$ cat src/rtl/uart_cfg.sv
`default_nettype none
// ============================================================================
// uart_cfg : UART with configurable data width, parity and stop bits, plus an
//            RX FIFO and sticky parity/framing/overflow error flags.
// Rev 1.0
// ============================================================================
module uart_cfg #(
    parameter int CLOCK_FREQ = 1_000_000,
    parameter int BAUD_RATE  = 115200,
    parameter int DATA_BITS  = 8,
    parameter int PARITY     = 0,
    parameter int STOP_BITS  = 1,
    parameter int RX_DEPTH   = 4
) (
    input  logic                            clk,
    input  logic                            reset,
    input  logic [DATA_BITS-1:0]            data_in,
    input  logic                            data_in_valid,
    output logic                            data_in_ready,
    output logic [DATA_BITS-1:0]            data_out,
    output logic                            data_out_valid,
    input  logic                            data_out_ready,
    output logic [$clog2(RX_DEPTH+1)-1:0]   rx_count,
    output logic                            err_parity,
    output logic                            err_frame,
    output logic                            err_overflow,
    input  logic                            err_clear,
    input  logic                            serial_in,
    output logic                            serial_out
);
    localparam int C_BIT_CYC = CLOCK_FREQ / BAUD_RATE;
    localparam int C_CNT_W   = $clog2(2 * C_BIT_CYC + 1);
    localparam int C_AW      = $clog2(RX_DEPTH);
    localparam int C_CW      = $clog2(RX_DEPTH + 1);

    localparam logic [C_CNT_W-1:0] c_BIT_LAST  = C_CNT_W'(C_BIT_CYC - 1);
    localparam logic [C_CNT_W-1:0] c_HALF_LAST = C_CNT_W'(C_BIT_CYC / 2 - 1);
    localparam logic [C_CNT_W-1:0] c_STOP_LAST = C_CNT_W'(STOP_BITS * C_BIT_CYC - 1);
    localparam logic [2:0]         c_DATA_LAST = 3'(DATA_BITS - 1);
    localparam logic               c_PAR_EN    = (PARITY != 0);
    localparam logic               c_ODD       = (PARITY == 2);
    localparam logic               c_TWO_STOP  = (STOP_BITS == 2);

    // ------------------------------------------------------------------
    // Transmitter
    // ------------------------------------------------------------------
    typedef enum logic [2:0] {
        TX_IDLE, TX_START, TX_DATA, TX_PAR, TX_STOP
    } tx_state_t;

    tx_state_t              r_tx_state, w_tx_state_nxt;
    logic [C_CNT_W-1:0]     r_tx_cnt, w_tx_cnt_nxt;
    logic [2:0]             r_tx_bit, w_tx_bit_nxt;
    logic [DATA_BITS-1:0]   r_tx_shift;
    logic                   r_tx_par;
    logic                   w_tx_line;
    logic                   w_tx_accept;
    logic                   w_tx_bit_end;

    assign w_tx_accept  = data_in_valid & (r_tx_state == TX_IDLE);
    assign w_tx_bit_end = (r_tx_cnt == c_BIT_LAST);

    always_comb begin
        w_tx_state_nxt = r_tx_state;
        w_tx_cnt_nxt   = r_tx_cnt + C_CNT_W'(1);
        w_tx_bit_nxt   = r_tx_bit;
        w_tx_line      = 1'b1;
        case (r_tx_state)
            TX_IDLE: begin
                w_tx_cnt_nxt = '0;
                if (data_in_valid) w_tx_state_nxt = TX_START;
            end
            TX_START: begin
                w_tx_line = 1'b0;
                if (w_tx_bit_end) begin
                    w_tx_cnt_nxt   = '0;
                    w_tx_bit_nxt   = '0;
                    w_tx_state_nxt = TX_DATA;
                end
            end
            TX_DATA: begin
                w_tx_line = r_tx_shift[0];
                if (w_tx_bit_end) begin
                    w_tx_cnt_nxt = '0;
                    w_tx_bit_nxt = r_tx_bit + 3'd1;
                    if (r_tx_bit == c_DATA_LAST)
                        w_tx_state_nxt = c_PAR_EN ? TX_PAR : TX_STOP;
                end
            end
            TX_PAR: begin
                w_tx_line = r_tx_par;
                if (w_tx_bit_end) begin
                    w_tx_cnt_nxt   = '0;
                    w_tx_state_nxt = TX_STOP;
                end
            end
            TX_STOP: begin
                if (r_tx_cnt == c_STOP_LAST) begin
                    w_tx_cnt_nxt   = '0;
                    w_tx_state_nxt = TX_IDLE;
                end
            end
            default: w_tx_state_nxt = TX_IDLE;
        endcase
    end

    always_ff @(posedge clk) begin
        if (reset) begin
            r_tx_state <= TX_IDLE;
            r_tx_cnt   <= '0;
            r_tx_bit   <= '0;
        end else begin
            r_tx_state <= w_tx_state_nxt;
            r_tx_cnt   <= w_tx_cnt_nxt;
            r_tx_bit   <= w_tx_bit_nxt;
        end
    end

    // Payload and parity are captured once at accept; later data_in changes are ignored.
    always_ff @(posedge clk) begin
        if (w_tx_accept) begin
            r_tx_shift <= data_in;
            r_tx_par   <= (^data_in) ^ c_ODD;
        end else if (r_tx_state == TX_DATA && w_tx_bit_end) begin
            r_tx_shift <= r_tx_shift >> 1;
        end
    end

    assign data_in_ready = (r_tx_state == TX_IDLE);
    assign serial_out    = w_tx_line;

    // ------------------------------------------------------------------
    // Receiver
    // ------------------------------------------------------------------
    typedef enum logic [2:0] {
        RX_IDLE, RX_START, RX_DATA, RX_PAR, RX_STOP, RX_WAIT
    } rx_state_t;

    rx_state_t              r_rx_state, w_rx_state_nxt;
    logic [C_CNT_W-1:0]     r_rx_cnt, w_rx_cnt_nxt;
    logic [2:0]             r_rx_bit, w_rx_bit_nxt;
    logic [DATA_BITS-1:0]   r_rx_shift;
    logic                   r_rx_par_err;
    logic [1:0]             r_rx_sync;
    logic                   r_rx_prev;
    logic                   w_rx;
    logic                   w_rx_fall;
    logic                   w_rx_bit_end;
    logic                   w_push;
    logic                   w_set_par;
    logic                   w_set_frame;

    assign w_rx         = r_rx_sync[1];
    assign w_rx_fall    = r_rx_prev & ~w_rx;
    assign w_rx_bit_end = (r_rx_cnt == c_BIT_LAST);

    always_comb begin
        w_rx_state_nxt = r_rx_state;
        w_rx_cnt_nxt   = r_rx_cnt + C_CNT_W'(1);
        w_rx_bit_nxt   = r_rx_bit;
        w_push         = 1'b0;
        w_set_par      = 1'b0;
        w_set_frame    = 1'b0;
        case (r_rx_state)
            RX_IDLE: begin
                w_rx_cnt_nxt = '0;
                w_rx_bit_nxt = '0;
                if (w_rx_fall) w_rx_state_nxt = RX_START;
            end
            RX_START: begin
                if (r_rx_cnt == c_HALF_LAST) begin
                    w_rx_cnt_nxt   = '0;
                    w_rx_state_nxt = w_rx ? RX_IDLE : RX_DATA;
                end
            end
            RX_DATA: begin
                if (w_rx_bit_end) begin
                    w_rx_cnt_nxt = '0;
                    w_rx_bit_nxt = r_rx_bit + 3'd1;
                    if (r_rx_bit == c_DATA_LAST) begin
                        w_rx_bit_nxt   = '0;
                        w_rx_state_nxt = c_PAR_EN ? RX_PAR : RX_STOP;
                    end
                end
            end
            RX_PAR: begin
                if (w_rx_bit_end) begin
                    w_rx_cnt_nxt   = '0;
                    w_rx_state_nxt = RX_STOP;
                end
            end
            RX_STOP: begin
                if (w_rx_bit_end) begin
                    w_rx_cnt_nxt = '0;
                    if (!w_rx) begin
                        w_set_frame    = 1'b1;
                        w_set_par      = r_rx_par_err;
                        w_rx_state_nxt = RX_WAIT;
                    end else if (c_TWO_STOP && r_rx_bit == 3'd0) begin
                        w_rx_bit_nxt = 3'd1;
                    end else begin
                        w_set_par      = r_rx_par_err;
                        w_push         = ~r_rx_par_err;
                        w_rx_state_nxt = RX_IDLE;
                    end
                end
            end
            RX_WAIT: begin
                // A low stop bit may be a held-low line; re-arm only once it is high.
                w_rx_cnt_nxt = '0;
                if (w_rx) w_rx_state_nxt = RX_IDLE;
            end
            default: w_rx_state_nxt = RX_IDLE;
        endcase
    end

    always_ff @(posedge clk) begin
        if (reset) begin
            r_rx_state   <= RX_IDLE;
            r_rx_cnt     <= '0;
            r_rx_bit     <= '0;
            r_rx_sync    <= 2'b11;
            r_rx_prev    <= 1'b1;
            r_rx_par_err <= 1'b0;
        end else begin
            r_rx_state <= w_rx_state_nxt;
            r_rx_cnt   <= w_rx_cnt_nxt;
            r_rx_bit   <= w_rx_bit_nxt;
            r_rx_sync  <= {r_rx_sync[0], serial_in};
            r_rx_prev  <= w_rx;
            if (r_rx_state == RX_IDLE)
                r_rx_par_err <= 1'b0;
            else if (r_rx_state == RX_PAR && w_rx_bit_end)
                r_rx_par_err <= w_rx ^ (^r_rx_shift) ^ c_ODD;
        end
    end

    always_ff @(posedge clk) begin
        if (r_rx_state == RX_DATA && w_rx_bit_end)
            r_rx_shift <= {w_rx, r_rx_shift[DATA_BITS-1:1]};
    end

    // ------------------------------------------------------------------
    // RX FIFO
    // ------------------------------------------------------------------
    logic [DATA_BITS-1:0]   r_mem [RX_DEPTH];
    logic [C_AW-1:0]        r_wr_ptr, r_rd_ptr;
    logic [C_CW-1:0]        r_count;
    logic                   w_full;
    logic                   w_pop;
    logic                   w_wr;
    logic                   w_ovf;

    assign w_full = (r_count == C_CW'(RX_DEPTH));
    assign w_pop  = data_out_valid & data_out_ready;
    assign w_wr   = w_push & (~w_full | w_pop);
    assign w_ovf  = w_push & w_full & ~w_pop;

    always_ff @(posedge clk) begin
        if (reset) begin
            r_wr_ptr <= '0;
            r_rd_ptr <= '0;
            r_count  <= '0;
        end else begin
            if (w_wr)  r_wr_ptr <= r_wr_ptr + C_AW'(1);
            if (w_pop) r_rd_ptr <= r_rd_ptr + C_AW'(1);
            case ({w_wr, w_pop})
                2'b10:   r_count <= r_count + C_CW'(1);
                2'b01:   r_count <= r_count - C_CW'(1);
                default: r_count <= r_count;
            endcase
        end
    end

    always_ff @(posedge clk) begin
        if (w_wr) r_mem[r_wr_ptr] <= r_rx_shift;
    end

    assign data_out       = r_mem[r_rd_ptr];
    assign data_out_valid = (r_count != '0);
    assign rx_count       = r_count;

    // ------------------------------------------------------------------
    // Sticky error flags: a new error in the clear cycle wins
    // ------------------------------------------------------------------
    logic r_err_par, r_err_frame, r_err_ovf;

    always_ff @(posedge clk) begin
        if (reset) begin
            r_err_par   <= 1'b0;
            r_err_frame <= 1'b0;
            r_err_ovf   <= 1'b0;
        end else begin
            r_err_par   <= w_set_par   | (r_err_par   & ~err_clear);
            r_err_frame <= w_set_frame | (r_err_frame & ~err_clear);
            r_err_ovf   <= w_ovf       | (r_err_ovf   & ~err_clear);
        end
    end

    assign err_parity   = r_err_par;
    assign err_frame    = r_err_frame;
    assign err_overflow = r_err_ovf;

endmodule
`default_nettype wire

$ cat config.mk
export PLATFORM = sky130hd
export DESIGN_NAME = uart_cfg
export DESIGN_NICKNAME = d
export VERILOG_FILES = /design/src/rtl/uart_cfg.sv
export SDC_FILE = /design/constraint.sdc
export NUM_CORES = 1
export LEC_CHECK = 0
export ABC_AREA = 1
export CAP_MARGIN = 5
export CORE_ASPECT_RATIO = 1.25
export CORE_MARGIN = 5
export CORE_UTILIZATION = 57
export CTS_CLUSTER_SIZE = 28
export DETAILED_ROUTE_END_ITERATION = 12
export PLACE_DENSITY = 0.84
export SLEW_MARGIN = 5
export SYNTH_ARGS = -nofsm -noshare
export SYNTH_HDL_FRONTEND = slang
export SYNTH_SLANG_ARGS = --single-unit
$ cat constraint.sdc
create_clock -name clk -period 2.3 [get_ports clk]
set_input_delay 0.345 -clock clk [delete_from_list [all_inputs] [get_ports clk]]
set_output_delay 0.345 -clock clk [all_outputs]
set_load 0.1 [all_outputs]
==> metrics.csv, run 1 <==
stage;metric;value;unit
status;status;finished clean;
synthesis;YS warnings;0;
setup_path;R2R cell count;6;
place;HPWL Detailed;5.07;mm
synthesis;Post-synth EDFFs;49;
place;placed insts;533;
timing;final setup TNS;0;ns
grt;largest net degree at the start of global routing;17;
synthesis;Post-synth ARST share;0;%
power;Reg power frac;36.6;%
setup_path;Worst Path Arrival;1.63;ns
cts;CTS Sinks;87;
power;Pwr Density;1170;mW/mm^2
final_layout;most frequent cells in the layout;nand2_1, nor2_1, inv_1;
synthesis;mapped cell area;0.00384;mm^2
power;Pleak;1.92;nW
place;Port Buffer Count;30;
cts;clk buf depth;2;
hold_path;Hold Path Stages;1;
synthesis;Distinct cells, synth;33;
power;clock power share;19.7;%
grt;vias in the first global route;2802;
power;switching share of power;43.2;%
power;overall power;5.42;mW
timing;Final Hold Fails;0;
grt;grt met3 use;3.17;%
floorplanning;Die Ht;102;um
timing;Setup Skew;0.0117;ns
grt;gr ovfl total;0;
cts;Worst-Skew Late Latency;0.36;ns
floorplanning;IO Pins;31;
final_layout;Antenna diodes;0;
detailed_routing;drt first pass iters;4;
synthesis;Yosys reg bits;87;
hold_path;HP Class;reg2reg;
grt;first-pass GRT wire length;12.0;mm
setup_path;CP Launch Type;flip-flop;
cts;CTS Hold Buffers Added;0;
floorplanning;Initial Utilization;58.5;%
synthesis;net count after synthesis;438;
detailed_routing;via count;2842;
final_layout;commonest non-fill, non-tap cell in the layout;nand2_1;
power;Net Switching;2.34;mW
synthesis;Synth Flop Type;edfxtp_1;
setup_path;critical path type;reg2out;
floorplanning;die area;0.00849;mm^2
final_layout;Nets;483;
timing;fin crit period;1.97;ns
timing;Final Max Tran Viols;0;
setup_path;CP Data Required Time;1.96;ns
grt;initial antenna violation count;0;
grt;GRT Util Overall;17.9;%
synthesis;Mapped Cells;413;
timing;slew margin rel.;65.9;%
synthesis;post-synthesis sequential area ratio;58.1;%
detailed_routing;vias per std cell;5.17;
floorplanning;total core area;0.00657;mm^2
timing;slew of the pin with the lowest slew margin;0.507;ns
timing;Peak Freq;507;MHz
final_layout;area growth from synthesis to layout;20.3;%
power;Comb pwr share;43.7;%
synthesis;Syn Area/Cell;9.30;um^2
detailed_routing;Starting DRT DRC Count;160;
floorplanning;Die Width;83.4;um
setup_path;worst path cell trace;inv_1 -> o21ai_0 -> o22ai_2 -> buf_12;
run;max-cap viol count;0;
cts;# Post-CTS Setup Buffers;0;
grt;met2 usage;33.3;%
floorplanning;FP Rows;33;
setup_path;Critical Path Max Stage Delay;0.35;ns
grt;met1 GRT Util;18.8;%
grt;Most Used Layer, Global Route;met2;
final_layout;fraction of layout cells with a size suffix above 1;17.1;%
cts;total CTS buffers;9;
cts;H-tree Lvls;3;
cts;clock root buffer;clkbuf_8;
setup_path;crit-path max FO;16;
setup_path;cell family with most CP delay;buffers and inverters;
detailed_routing;WL per Instance;12.7;um
setup_path;CP Buf/Inv Count;2;
power;Pint;3.08;mW
timing;final worst path period share;85.8;%
cts;CTS tree;done;
cts;clock-pin slew on the worst setup and hold paths;0.09;ns
place;GPL Wtd Cong;0.860;
detailed_routing;Residual DRC;0;
setup_path;critical path depth;4;
power;Max VDD drop;0.584;mV
detailed_routing;Post-Route WL;6.98;mm
final_layout;Post-Layout Cell Count;550;
setup_path;Slowest-stage cell, CP;inv_1;
timing;RSZ-0062 raised after global routing;no;
setup_path;R2R Setup Slk;0.39;ns
detailed_routing;DRT antenna net count;0;
cts;post-CTS sizing;0;
setup_path;crit path capture type;output pin;
timing;Final setup viols;0;
==> cell families after synthesis <==
| kind of cell | count (synthesis) | synth area share, % |
|---|---|---|
| AOI/OAI and AO/OA | 65 | 9.19 |
| xor gates and xnor gates | 13 | 2.97 |
| adders and majority gates | 11 | 3.78 |
| buffers and inverters | 60 | 5.90 |
| DFF | 87 | 58.1 |
| and+or+nand+nor | 177 | 20.0 |
==> path summary, 6_finish.rpt <==
path	startpoint	endpoint
max	flip-flop	data_out[7]
min	r_rx_sync[0]$_SDFF_PP1_	r_rx_sync[1]$_SDFF_PP1_
max reg2reg	r_tx_cnt[0]$_SDFF_PP0_	r_tx_shift[6]$_DFFE_PP_
min reg2reg	r_rx_sync[0]$_SDFF_PP1_	r_rx_sync[1]$_SDFF_PP1_
==> Yosys cell counts (4+ instances only) <==
cell type | count | area (um^2)
xor2_1 | 4 | 35.0
ha_1 | 10 | 125
edfxtp_1 | 49 | 1470
dfxtp_1 | 38 | 761
nor2_1 | 56 | 210
nand2_2 | 11 | 68.8
nand3_1 | 17 | 85.1
a21oi_1 | 15 | 75.1
o22ai_1 | 8 | 50.1
nand2_1 | 75 | 282
clkbuf_1 | 5 | 18.8
xnor2_1 | 9 | 78.8
nor2_2 | 5 | 31.3
o21ai_0 | 32 | 160
o21ai_1 | 4 | 20.0
inv_1 | 51 | 191
==> state kept, by name (all words and copies together), names as in the netlist, 5 cells and up, named ones only <==
name,flops
r_mem,32
r_rx_cnt,5
r_rx_shift,8
r_tx_cnt,5
r_tx_shift,8
==> routing by layer <==
layer	routed length (um)	share of wire, %	up-vias
met5	0	0	-
met3	243	3.5	13
li1	-	-	1459
met2	3660	52	49
met1	2900	42	1321
met4	173	2.5	0
==> power by group through the flow <==
stage | clock, mW | sequential [mW] | combinational, mW
finish | 1.07 | 1.98 | 2.37
global route | 1.16 | 2.01 | 2.56
CTS | 1.09 | 1.98 | 2.37
detailed placement | 0 | 2.02 | 2.36
global placement | 0 | 2.01 | 2.30
floorplan | 0 | 2.14 | 1.63
==> per-stage QoR <==
step	utilization (%)	hold WS (ns)	cell area, um^2	setup slack (ns)
floorplan	-	0.389	3900	-0.0119
global placement	67.2	0.392	4410	0.293
detailed placement	67.2	0.398	4410	0.124
CTS	70.3	0.417	4620	0.0358
global route	70.4	0.423	4620	0.195
finish	70.4	0.412	4620	0.327
==> layout make-up <==
class | count | area, um^2
sequential | 87 | 2240
fill | 469 | 1940
inverter | 54 | 203
clock inverter | 6 | 66.3
multi-input combinational | 266 | 1440
clock buffer | 10 | 138
tap | 87 | 109
timing repair buffer | 40 | 430
No activity file was read; power rests on OpenSTA's default activity.
==> run 2: changes to the inputs <==
--- a/config.mk
+++ b/config.mk
@@ -10,7 +10,7 @@
 export CORE_ASPECT_RATIO = 1.25
 export CORE_MARGIN = 5
 export CORE_UTILIZATION = 57
-export CTS_CLUSTER_SIZE = 28
+export CTS_CLUSTER_SIZE = 25
 export DETAILED_ROUTE_END_ITERATION = 12
 export PLACE_DENSITY = 0.84
 export SLEW_MARGIN = 5
==> results of run 2 <==
Same layout as run 1: the final DEF is identical, and so are final timing and power.
==> run 3: changes to the inputs <==
--- a/config.mk
+++ b/config.mk
@@ -5,14 +5,14 @@
 export SDC_FILE = /design/constraint.sdc
 export NUM_CORES = 1
 export LEC_CHECK = 0
-export ABC_AREA = 1
 export CAP_MARGIN = 5
 export CORE_ASPECT_RATIO = 1.25
 export CORE_MARGIN = 5
-export CORE_UTILIZATION = 57
+export CORE_UTILIZATION = 58
+export CTS_CLUSTER_DIAMETER = 30
 export CTS_CLUSTER_SIZE = 25
 export DETAILED_ROUTE_END_ITERATION = 12
-export PLACE_DENSITY = 0.84
+export PLACE_DENSITY = 0.86
 export SLEW_MARGIN = 5
 export SYNTH_ARGS = -nofsm -noshare
 export SYNTH_HDL_FRONTEND = slang
==> run 3 against run 2 <==
- register-to-register slack got worse by 0.18 ns
- worst hold slack improved by 0.0081 ns
- clock power decreased by 7%
- die area decreased by 1.1%
- clock-buffer cell count decreased by 1
==> metrics.csv, run 3 <==
stage;metric;value;unit
final_layout;fraction of layout cells with a size suffix above 1;21.7;%
synthesis;Post-synth ARST share;0;%
detailed_routing;Starting DRT DRC Count;132;
floorplanning;Die Width;83.0;um
timing;slew of the pin with the lowest slew margin;0.723;ns
floorplanning;Initial Utilization;59.2;%
setup_path;Worst Path Arrival;1.83;ns
synthesis;cell taking the most area after synthesis;edfxtp_1;
setup_path;CP Data Required Time;1.96;ns
timing;RSZ-0062 raised after global routing;no;
floorplanning;Die Ht;101;um
timing;Final Hold Fails;0;
cts;CTS tree;done;
place;placed insts;422;
power;Pleak;1.62;nW
timing;slew margin rel.;50.5;%
detailed_routing;via count;2417;
final_layout;Antenna diodes;0;
final_layout;biggest regs;r_mem (32), r_rx_shift (8), r_tx_shift (8);
cts;# Post-CTS Setup Buffers;0;
grt;first-pass GRT wire length;11.6;mm
timing;Peak Freq;459;MHz
grt;largest net degree at the start of global routing;36;
final_layout;Post-Layout Cell Count;438;
grt;initial antenna violation count;0;
grt;met1 GRT Util;21.2;%
final_layout;area growth from synthesis to layout;18.6;%
detailed_routing;Residual DRC;0;
final_layout;largest reg by FF count;r_mem;
cts;Worst-Skew Late Latency;0.36;ns
timing;Final setup viols;0;
final_layout;Nets;371;
detailed_routing;WL per Instance;15.1;um
setup_path;crit-path max FO;8;
timing;Hold WS;0.420;ns
synthesis;synth cell count leaders;edfxtp_1, dfxtp_1, nor2_1, xnor2_1, a21oi_1;
hold_path;HP Class;reg2reg;
setup_path;Critical Path Max Stage Delay;0.65;ns
final_layout;# fillers;490;
timing;final setup TNS;0;ns
place;HPWL Detailed;4.91;mm
place;Placement Setup Slack;0.105;ns
place;GPL Wtd Cong;0.791;
setup_path;cell family with most CP delay;flip-flops;
timing;Setup Skew;0.00869;ns
setup_path;worst path cell trace;mux4_2 -> buf_12;
floorplanning;total core area;0.00652;mm^2
cts;clock root buffer;clkbuf_8;
timing;Final Max Tran Viols;0;
final_layout;commonest non-fill, non-tap cell in the layout;edfxtp_1;
setup_path;R2R Setup Slk;0.21;ns
final_layout;most frequent cells in the layout;edfxtp_1, dfxtp_1, nor2_1;
grt;gr ovfl total;0;
place;Port Buffer Count;30;
power;Pwr Density;892;mW/mm^2
power;Max VDD drop;0.792;mV
synthesis;Mapped Cells;309;
synthesis;YS warnings;0;
setup_path;CP Buf/Inv Count;1;
floorplanning;FP Rows;33;
floorplanning;IO Pins;31;
timing;post-layout worst setup margin;0.123;ns
timing;final worst path period share;94.6;%
floorplanning;die area;0.00840;mm^2
synthesis;Yosys top cell area share;38.1;%
grt;GRT Util Overall;17.5;%
cts;CTS Sinks;87;
setup_path;critical path type;reg2out;
cts;post-CTS sizing;0;
synthesis;mapped cell area;0.00386;mm^2
setup_path;CP Launch Type;flip-flop;
detailed_routing;Post-Route WL;6.63;mm
synthesis;dominant cell by count in the synthesized netlist;edfxtp_1;
grt;vias in the first global route;2468;
power;overall power;4.08;mW
synthesis;Syn Area/Cell;12.5;um^2
synthesis;Post-synth EDFFs;49;
grt;Most Used Layer, Global Route;met2;
synthesis;post-synthesis sequential area ratio;57.8;%
grt;grt met3 use;5.29;%
detailed_routing;DRT antenna net count;0;
synthesis;Yosys reg bits;87;
cts;total CTS buffers;9;
grt;met2 usage;29.4;%
detailed_routing;drt first pass iters;4;
synthesis;net count after synthesis;334;
synthesis;Synth Flop Type;edfxtp_1;
synthesis;dominant cells by area after synthesis;edfxtp_1, dfxtp_1, mux4_2, xnor2_1, ha_1;
final_layout;Largest register FFs;32;
cts;clock-pin slew on the worst setup and hold paths;0.09;ns
setup_path;crit path capture type;output pin;
setup_path;Slowest-stage cell, CP;dfxtp_1;
run;max-cap viol count;0;
status;status;finished clean;
cts;CTS Hold Buffers Added;0;
cts;H-tree Lvls;3;
timing;fin crit period;2.18;ns
detailed_routing;vias per std cell;5.52;
synthesis;Distinct cells, synth;52;
cts;clk buf depth;2;
[run 3: cell types whose count changed in the layout (fill, tap and decap cells not counted), moves of 10 or more]
cell / change
o21ai_0: -30
nand2_1: -64
nor2_1: -27
mux2_2: +10
inv_1: -40
nand2_2: -11
[run 3: cell type report]
class	instances	area (um^2)	share of cell area, %
sequential	87	2240	48.8
tap	87	109	2.38
inverter	11	41.3	0.902
timing repair buffer	42	473	10.3
clock inverter	7	61.3	1.34
clock buffer	9	124	2.70
multi-input combinational	195	1540	33.5
[run 3: cell families after synthesis]
| family | Yosys count | share of synthesized area (%) |
|---|---|---|
| adder cells (fa/ha/maj) | 11 | 3.76 |
| AND/OR/NAND/NOR | 99 | 14.5 |
| AO/OA/AOI/OAI | 40 | 7.10 |
| XOR/XNOR | 24 | 5.80 |
| buffers and inverters | 27 | 2.69 |
| flip-flops | 87 | 57.8 |
| multiplexers | 21 | 8.36 |
[run 3: final timing paths]
check | cells after the start | startpoint | endpoint
max | 2 | flip-flop | data_out[1]
min reg2reg | 1 | r_rx_sync[0]$_SDFF_PP1_ | r_rx_sync[1]$_SDFF_PP1_
max reg2reg | 4 | r_rx_cnt[0]$_SDFF_PP0_ | r_mem[1][3]$_DFFE_PP_
min | 1 | r_rx_sync[0]$_SDFF_PP1_ | r_rx_sync[1]$_SDFF_PP1_
[run 3: routing by layer]
layer | vias up | share of wire (%) | wire length (um)
li1 | 1198 | - | -
met1 | 1151 | 43 | 2830
met2 | 56 | 50 | 3340
met3 | 12 | 4.9 | 325
met4 | 0 | 2.1 | 136
met5 | - | 0 | 0
[run 3: where the power goes]
part           internal (mW)  switching [mW]  leakage (nW)  total [mW]
logic                  0.473           0.816         0.778        1.29
clock network          0.412           0.577        0.0888       0.990
registers               1.71          0.0977         0.755        1.80
total                   2.59            1.49          1.62        4.08
[run 3: per-stage QoR]
step / instance area, um^2 / utilization [%]
3_3_place_gp: 4390 / 67.4
6_report: 4580 / 70.2
3_5_place_dp: 4390 / 67.4
2_1_floorplan: 3870 / -
5_1_grt: 4580 / 70.2
4_1_cts: 4580 / 70.2
